## config.mk

```make
export PLATFORM = sky130hd
export DESIGN_NAME = ifu_fetch
export DESIGN_NICKNAME = d
export VERILOG_FILES = /design/src/rtl/ifu_fetch.sv
export SDC_FILE = /design/constraint.sdc
export NUM_CORES = 1
export LEC_CHECK = 0
export CORE_MARGIN = 1
export CORE_UTILIZATION = 35
export CTS_CLUSTER_SIZE = 16
export DETAILED_ROUTE_END_ITERATION = 8
export GPL_TIMING_DRIVEN = 0
export SYNTH_ARGS = -nofsm -noshare
export SYNTH_HDL_FRONTEND = slang
export SYNTH_SLANG_ARGS = --single-unit
```

## constraint.sdc

```tcl
create_clock -name clk -period 2.91 [get_ports clk]
set_input_delay 0.4365 -clock clk [delete_from_list [all_inputs] [get_ports clk]]
set_output_delay 0.4365 -clock clk [all_outputs]
set_load 0.02 [all_outputs]
```

## src/rtl/ifu_fetch.sv

```systemverilog
// Instruction fetch unit: captures the PC, issues a single-outstanding read on the
// instruction bus and presents the returned word to decode with a skid slot for stalls.
module ifu_fetch #(
  parameter int             AW       = 32,
  parameter int             DW       = 32,
  parameter logic [DW-1:0]  NOP_INST = 32'h00000013
) (
  input  logic          clk,
  input  logic          rst_n,
  input  logic [AW-1:0] pc_i,
  input  logic          jump_flag_i,
  output logic          hold_flag_o,
  output logic          ibus_req_o,
  output logic [AW-1:0] ibus_addr_o,
  input  logic          ibus_gnt_i,
  input  logic          ibus_rvalid_i,
  input  logic [DW-1:0] ibus_rdata_i,
  input  logic          ibus_err_i,
  input  logic          stall_i,
  output logic          inst_valid_o,
  output logic [DW-1:0] inst_o,
  output logic [AW-1:0] inst_addr_o,
  output logic          inst_err_o
);

  typedef enum logic [1:0] {IDLE, REQ, WAIT, SKID} state_t;

  state_t        state;
  logic          kill_q;
  logic [AW-1:0] addr_q;
  logic [DW-1:0] skid_data;
  logic          skid_err;

  logic buf_free;
  logic consume;
  logic rsp_ok;
  logic cap;

  assign buf_free = !inst_valid_o || !stall_i;
  assign consume  = inst_valid_o && !stall_i;
  assign rsp_ok   = (state == WAIT) && ibus_rvalid_i && !kill_q;

  // A new PC is taken only when the current one is fully handed off (or never issued).
  always_comb begin
    cap = 1'b0;
    if (!jump_flag_i) begin
      case (state)
        IDLE:    cap = 1'b1;
        WAIT:    cap = rsp_ok && buf_free;
        SKID:    cap = buf_free;
        default: cap = 1'b0;
      endcase
    end
  end

  assign hold_flag_o = !(cap && rst_n);
  assign ibus_addr_o = addr_q;

  always_ff @(posedge clk or negedge rst_n) begin
    if (!rst_n) begin
      state        <= IDLE;
      kill_q       <= 1'b0;
      addr_q       <= '0;
      skid_data    <= '0;
      skid_err     <= 1'b0;
      ibus_req_o   <= 1'b0;
      inst_valid_o <= 1'b0;
      inst_o       <= '0;
      inst_addr_o  <= '0;
      inst_err_o   <= 1'b0;
    end else if (jump_flag_i) begin
      // Flush: an ungranted request must stay up, so its response is killed instead.
      inst_valid_o <= 1'b0;
      case (state)
        REQ: begin
          kill_q <= 1'b1;
          if (ibus_gnt_i) begin
            ibus_req_o <= 1'b0;
            state      <= WAIT;
          end
        end
        WAIT: begin
          if (ibus_rvalid_i) begin
            kill_q <= 1'b0;
            state  <= IDLE;
          end else begin
            kill_q <= 1'b1;
          end
        end
        default: state <= IDLE;
      endcase
    end else begin
      if (consume)
        inst_valid_o <= 1'b0;
      if (cap) begin
        addr_q     <= pc_i;
        ibus_req_o <= 1'b1;
        state      <= REQ;
      end
      case (state)
        REQ: begin
          if (ibus_gnt_i) begin
            ibus_req_o <= 1'b0;
            state      <= WAIT;
          end
        end
        WAIT: begin
          if (ibus_rvalid_i) begin
            if (kill_q) begin
              kill_q <= 1'b0;
              state  <= IDLE;
            end else if (buf_free) begin
              inst_valid_o <= 1'b1;
              inst_o       <= ibus_err_i ? NOP_INST : ibus_rdata_i;
              inst_addr_o  <= addr_q;
              inst_err_o   <= ibus_err_i;
            end else begin
              skid_data <= ibus_rdata_i;
              skid_err  <= ibus_err_i;
              state     <= SKID;
            end
          end
        end
        SKID: begin
          // addr_q still names the skid entry here; cap overwrites it only after this edge
          if (buf_free) begin
            inst_valid_o <= 1'b1;
            inst_o       <= skid_err ? NOP_INST : skid_data;
            inst_addr_o  <= addr_q;
            inst_err_o   <= skid_err;
          end
        end
        default: ;
      endcase
    end
  end

endmodule

```

==> results.json, run 1 <==
{
  "status": "finished with violations",
  "violations": "hold timing",
  "synthArstFlopShare_pct": 100.0,
  "p_int_w": 0.005541,
  "netlist_area_um2": 5470,
  "cts_made_buffers": 17,
  "drt-total-wl_um": 13500,
  "syn_nets": 473,
  "drc": 0,
  "slew_headroom_pct": 62.51,
  "viasPerCell": 4.947,
  "netlist_instances": 399,
  "skew_ps": 8.461,
  "combPwrFrac_pct": 41.5,
  "grt_pass1_vias": 4266,
  "fp.dieH_um": 127.0,
  "synth_flop_cell": "dfrtp_1",
  "core_area_um2": 15200,
  "end_kind": "primary output",
  "drive_above_1_share_pct": 24.87,
  "power.clock.fraction_pct": 23.4,
  "diodes": 0,
  "synth_top_area_share_pct": 61.76,
  "synth-simple-area-share_pct": 4.231,
  "dpl_worst_slack_ps": -126.9,
  "area_delta_synth_final_pct": 45.77,
  "drt_iter0_drc": 105,
  "rsz0062_at_grt": "no",
  "area.sequential_um2": 3379,
  "synth_top_family_by_area": "multiplexers",
  "synth_edf_count": 0,
  "cts_tree": "yes",
  "yosysWarningCount": 0,
  "grt_pass1_wl_um": 22250,
  "maxCapViolCount": 0,
  "grt_usage_pct": 18.15,
  "tightest_slew_ps": 562.4,
  "finalSetupViolCount": 0,
  "min_path_type": "in2async",
  "pin_count": 171,
  "dr.pass1.iters": 4,
  "fin_ws_ps": 123.3,
  "period_share_pct": 95.76,
  "hold_buffers": 0,
  "dr_total_vias": 3893,
  "avgSynthCellArea_um2": 13.71,
  "dp_hpwl_um": 9467,
  "portBuffers": 169,
  "synth.most_common_cell": "dfrtp_1",
  "final.min_clock_period_ps": 2787,
  "yosys.area.top_type": "dfrtp_1",
  "yosysUniqueCellTypes": 31,
  "arrival_ps": 2350,
  "finalMaxSlewViolations": 0,
  "power_w": 0.008446,
  "cp-start-kind": "register",
  "fillers": 1304,
  "holdWs_ps": -14.97,
  "p_leak_nw": 3.461,
  "ys_ff_latch": 135,
  "cts_root_buffer": "clkbuf_16",
  "clkSinkCount": 135,
  "grt-ovfl-total": 0,
  "htreeDepth": 4,
  "cp_max_fo": 10,
  "die_x_um": 127.0,
  "multi_input_area_um2": 1916,
  "power_frac_seq_pct": 35.1,
  "grt_antenna_before_repair": 1,
  "synth_seq_area_share_pct": 61.76,
  "synth.top_cells.by_area": "dfrtp_1 (62%), mux2_2 (20%), a22oi_1 (4.0%)",
  "wire_per_inst_um": 17.16,
  "ant_nets": 0,
  "die_area_um2": 16130,
  "gp_congestion": 0.7987,
  "synth_xor_area_share_pct": 0,
  "finalHoldViolations": 12,
  "clockBufferDepth": 2,
  "ir_worst_vdd_v": 0.0006478,
  "synthAdderAreaFrac_pct": 0.6862,
  "synth_compound_area_share_pct": 10.09,
  "start_util_pct": 35.98,
  "clock_latency_ps": 420,
  "swShare_pct": 34.40,
  "p_sw_w": 0.002905,
  "clk_pin_slew_ps": 60,
  "synthMuxAreaShare_pct": 19.97,
  "synth_common_cells": "dfrtp_1 (135), mux2_2 (97), nand2_1 (38), o21ai_0 (34), a22oi_1 (29)",
  "rows": 45,
  "fmax_mhz": 358.8,
  "grt_max_degree": 80,
  "power.density_nw_per_um2": 1059,
  "crit_required_ps": 2470,
  "path_class": "reg2out",
  "fin_nets": 663
}
## power groups by stage
stage | sequential (W) | combinational [W] | clock, W
6_report | 0.00297 | 0.00351 | 0.00197
5_1_grt | 0.00308 | 0.00375 | 0.00211
4_1_cts | 0.00298 | 0.00354 | 0.00202
3_5_place_dp | 0.00300 | 0.00351 | 0
3_3_place_gp | 0.00296 | 0.00348 | 0
2_1_floorplan | 0.00373 | 0.000981 | 0
## critical path, cell delays in order (launching register included)
cell and delay, ps:
dfrtp_1 410, inv_1 90, ha_2 230, and3b_1 160
buf_4 130, o211ai_2 100, a21oi_4 190, buf_6 200
nand2_1 70, dlygate4sd2_1 340
## state kept, by name (all words and copies together) (netlist names)
register,cells
ibus_addr_o,32
inst_addr_o,32
inst_o,32
skid_data,32
state,2
ibus_req_o,1
inst_err_o,1
inst_valid_o,1
kill_q,1
skid_err,1
## stage by stage
step	setup TNS (ps)	area, um^2	utilization (%)	instances
final	0	7974	52.45	787
after detailed placement	-126.9	7426	48.85	757
after global routing	0	7974	52.45	787
after floorplan	0	5470	-	399
after CTS	0	7974	52.45	787
after global placement	-546090	7397	48.66	756
## worst paths after layout
| kind | from | to | slack, ps | cells after the start |
|---|---|---|---|---|
| setup / recovery | state[0] | hold_flag_o | 120 | 9 |
| hold / removal | rst_n | skid_data[24] | -10 | 1 |
| setup reg to reg | state[0] | inst_addr_o[28] | 640 | 7 |
| hold reg to reg | inst_o[2] | inst_o[2] | 480 | 2 |
| max in group asynchronous | rst_n | ibus_addr_o[15] | 2140 | 2 |
| min in group clk | inst_o[2] | inst_o[2] | 480 | 2 |
## metal layers
metal	vias up	track usage, %	share of wire (%)
li1	1815	-	-
met1	1904	21.70	43
met2	156	28.47	45
met3	18	8.585	10
met4	0	6.793	1.6
met5	-	0	0
## placed cells by master (no fill, tap or decap), types with 3 or more instances in the layout
| cell | count |
|---|---|
| a22oi_1 | 29 |
| buf_6 | 7 |
| a21oi_1 | 4 |
| mux2_2 | 97 |
| clkdlybuf4s50_1 | 167 |
| buf_4 | 7 |
| clkbuf_1 | 12 |
| o21ai_0 | 34 |
| clkinv_2 | 3 |
| clkbuf_16 | 17 |
| nor2_1 | 4 |
| inv_1 | 5 |
| dfrtp_1 | 134 |
| nand2_1 | 38 |
| o22ai_1 | 3 |
## cells by family (layout without fill, tap and decap cells)
group                      Yosys count  after routing
buffers and inverters               29            229
muxes                               97             97
AOI/OAI and AO/OA                   84             84
DFF                                135            135
adders and majority gates            3              3
and+or+nand+nor                     51             51
## repair_timing
action	in CTS	in global routing
buffers inserted	1	0
setup endpoints to repair	1	0
gates resized for setup	3	0
## final cells by class
type                            count  share of cell area, %
Timing Repair Buffer              171                  21.65
Clock inverter                      8                 0.9729
Tap cell                          188                  2.950
Clock buffer                       21                  5.774
Buffer                             24                  2.008
Sequential cell                   135                  42.38
Multi-Input combinational cell    235                  24.02
Inverter                            5                 0.2354
Power figures use the tool's default switching activity.
==> run 2: changes to the inputs <==
--- a/config.mk
+++ b/config.mk
@@ -5,11 +5,13 @@
 export SDC_FILE = /design/constraint.sdc
 export NUM_CORES = 1
 export LEC_CHECK = 0
+export CORE_ASPECT_RATIO = 0.9
 export CORE_MARGIN = 1
 export CORE_UTILIZATION = 35
 export CTS_CLUSTER_SIZE = 16
 export DETAILED_ROUTE_END_ITERATION = 8
 export GPL_TIMING_DRIVEN = 0
+export PLACE_DENSITY_LB_ADDON = 0.05
 export SYNTH_ARGS = -nofsm -noshare
 export SYNTH_HDL_FRONTEND = slang
 export SYNTH_SLANG_ARGS = --single-unit
==> run 2 against run 1 <==
Net effect:
- the flow now finishes without violations
- worst setup slack improved by 69 ps
- clock-buffer cell count rose by 5
- utilization rose by 1.7 points
- sequential share of layout area fell by 0.73 points
- register-to-register slack got worse by 100 ps
- worst hold slack improved by 35 ps
- critical path depth did not move
- sequential power barely moved
- sequential cell count did not move
- cell count rose by 1.7%
- clock skew fell by 3.0 ps
- largest power group unchanged
==> results.json, run 2 (synthesis gave the netlist of run 1 again) <==
{
  "status": "completed",
  "end_kind": "primary output",
  "startpoint": "state[0]",
  "die_area_um2": 16130,
  "r2r-end": "inst_addr_o[29]",
  "clk_pin_slew_ps": 60,
  "path_class": "reg2out",
  "layout.cells.most_common": "clkdlybuf4s50_1",
  "portBuffers": 169,
  "final.min_clock_period_ps": 2717,
  "pin_count": 171,
  "rrSetupSlack_ps": 540,
  "finalMaxSlewViolations": 0,
  "slew_headroom_pct": 57.02,
  "clockBufferDepth": 2,
  "postPlaceCellArea_um2": 7438,
  "crit_required_ps": 2470,
  "met3_usage_pct": 5.996,
  "rsz0062_at_grt": "no",
  "dr_total_vias": 3883,
  "clkSinkCount": 135,
  "rows": 42,
  "start_util_pct": 36.52,
  "arrival_ps": 2280,
  "viasPerCell": 4.854,
  "tightest_slew_ps": 644.7,
  "cp-start-kind": "register",
  "cts_tree": "yes",
  "drc": 0,
  "ant_nets": 0,
  "finalSetupViolCount": 0,
  "setup_tns_ps": 0,
  "dr.pass1.iters": 5,
  "hold_buffers": 0,
  "ir_worst_vdd_v": 0.0006282,
  "core_area_um2": 14980,
  "skew_ps": 5.484,
  "grt.busiest_layer": "met2",
  "grt_usage_pct": 17.34,
  "grt_max_degree": 70,
  "grt_antenna_before_repair": 0,
  "dp_hpwl_um": 9379,
  "fin_ws_ps": 192.5,
  "power.density_nw_per_um2": 1083,
  "final_core_util_pct": 54.17,
  "area_delta_synth_final_pct": 48.31,
  "drive_above_1_share_pct": 25.25,
  "finalHoldViolations": 0,
  "maxCapViolCount": 0,
  "rr_worst_depth": 7,
  "grt-ovfl-total": 0,
  "fin_nets": 663,
  "final_area_um2": 8113,
  "cts_made_buffers": 17,
  "grt_pass1_vias": 3943,
  "fp.dieH_um": 120.6,
  "reg2reg_from": "state[0]",
  "p_leak_nw": 3.528,
  "htreeDepth": 4,
  "fmax_mhz": 368.0,
  "final_cell_mix": "clkdlybuf4s50_1 (167), dfrtp_1 (134), mux2_2 (97)",
  "diodes": 0,
  "drt-total-wl_um": 13320,
  "gr-usage-met1_pct": 21.98,
  "period_share_pct": 93.38,
  "die_x_um": 133.8,
  "clock_latency_ps": 410,
  "gp_congestion": 0.7248,
  "wire_per_inst_um": 16.65,
  "cp_max_fo": 10,
  "cts_root_buffer": "clkbuf_16",
  "use_met2_pct": 26.91,
  "min_path_type": "in2async",
  "power_w": 0.008787,
  "drt_iter0_drc": 164,
  "grt_pass1_wl_um": 21100,
  "dpl_worst_slack_ps": -54.46
}
[run 2: cell types whose count changed in the layout (fill, tap and decap cells not counted)]
cell / delta
clkinvlp_4: -2
bufinv_16: +3
clkdlybuf4s15_1: +1
dlygate4sd2_1: -1
clkinv_2: -2
clkbuf_8: +5
clkinv_4: -1
[run 2: per-layer routing]
metal,up-vias,share of wire (%),wire [um]
met5,-,0,0
met4,0,1.4,183
met3,15,8.0,1069
met2,122,47,6258
met1,1930,44,5808
li1,1816,-,-
[run 2: metrics by stage]
| stage | instances | hold WS, ps |
|---|---|---|
| floorplan | 399 | 140.9 |
| global placement | 766 | 464.1 |
| detailed placement | 767 | 470.8 |
| CTS | 800 | 42.15 |
| global route | 800 | 59.50 |
| finish | 800 | 19.53 |
[run 2: worst max-delay path: stages (launching register included)]
cell             delay (ps)
dfrtp_1                 420
inv_1                   100
ha_2                    230
and3b_1                 160
buf_4                   140
o211ai_2                100
a21oi_4                 190
buf_6                   170
nand2_1                  60
clkdlybuf4s15_1         300
[run 2: worst max-delay path by stage]
stage,end,slack [ps],depth (start not counted)
6_report,hold_flag_o,190,9
3_5_place_dp,hold_flag_o,-50,8
4_1_cts,hold_flag_o,40,8
3_3_place_gp,inst_addr_o[24],-4110,1
5_1_grt,hold_flag_o,30,9
2_1_floorplan,hold_flag_o,850,7
[run 2: layout make-up]
class,count,area [um^2]
multi-input cells,235,1916
repair buffers,171,1728
plain buffers,24,160.2
well taps,198,247.7
clock inverters,6,133.9
inverters,5,18.77
flip-flops and latches,135,3379
fillers,1284,6864
clock buffers,26,529.3
[run 2: report_power, final]
group	internal (W)	switching, W	total, W
clock	0.00160	0.000767	0.00236
sequential	0.00255	0.000400	0.00295
combinational	0.00179	0.00168	0.00347
[run 2: what timing repair did]
| item | 4_1_cts | 5_1_grt |
|---|---|---|
| pin swaps | 1 | 0 |
| endpoints found under the setup margin | 1 | 1 |
| gates resized for setup | 1 | 3 |
| buffers inserted | 1 | 0 |
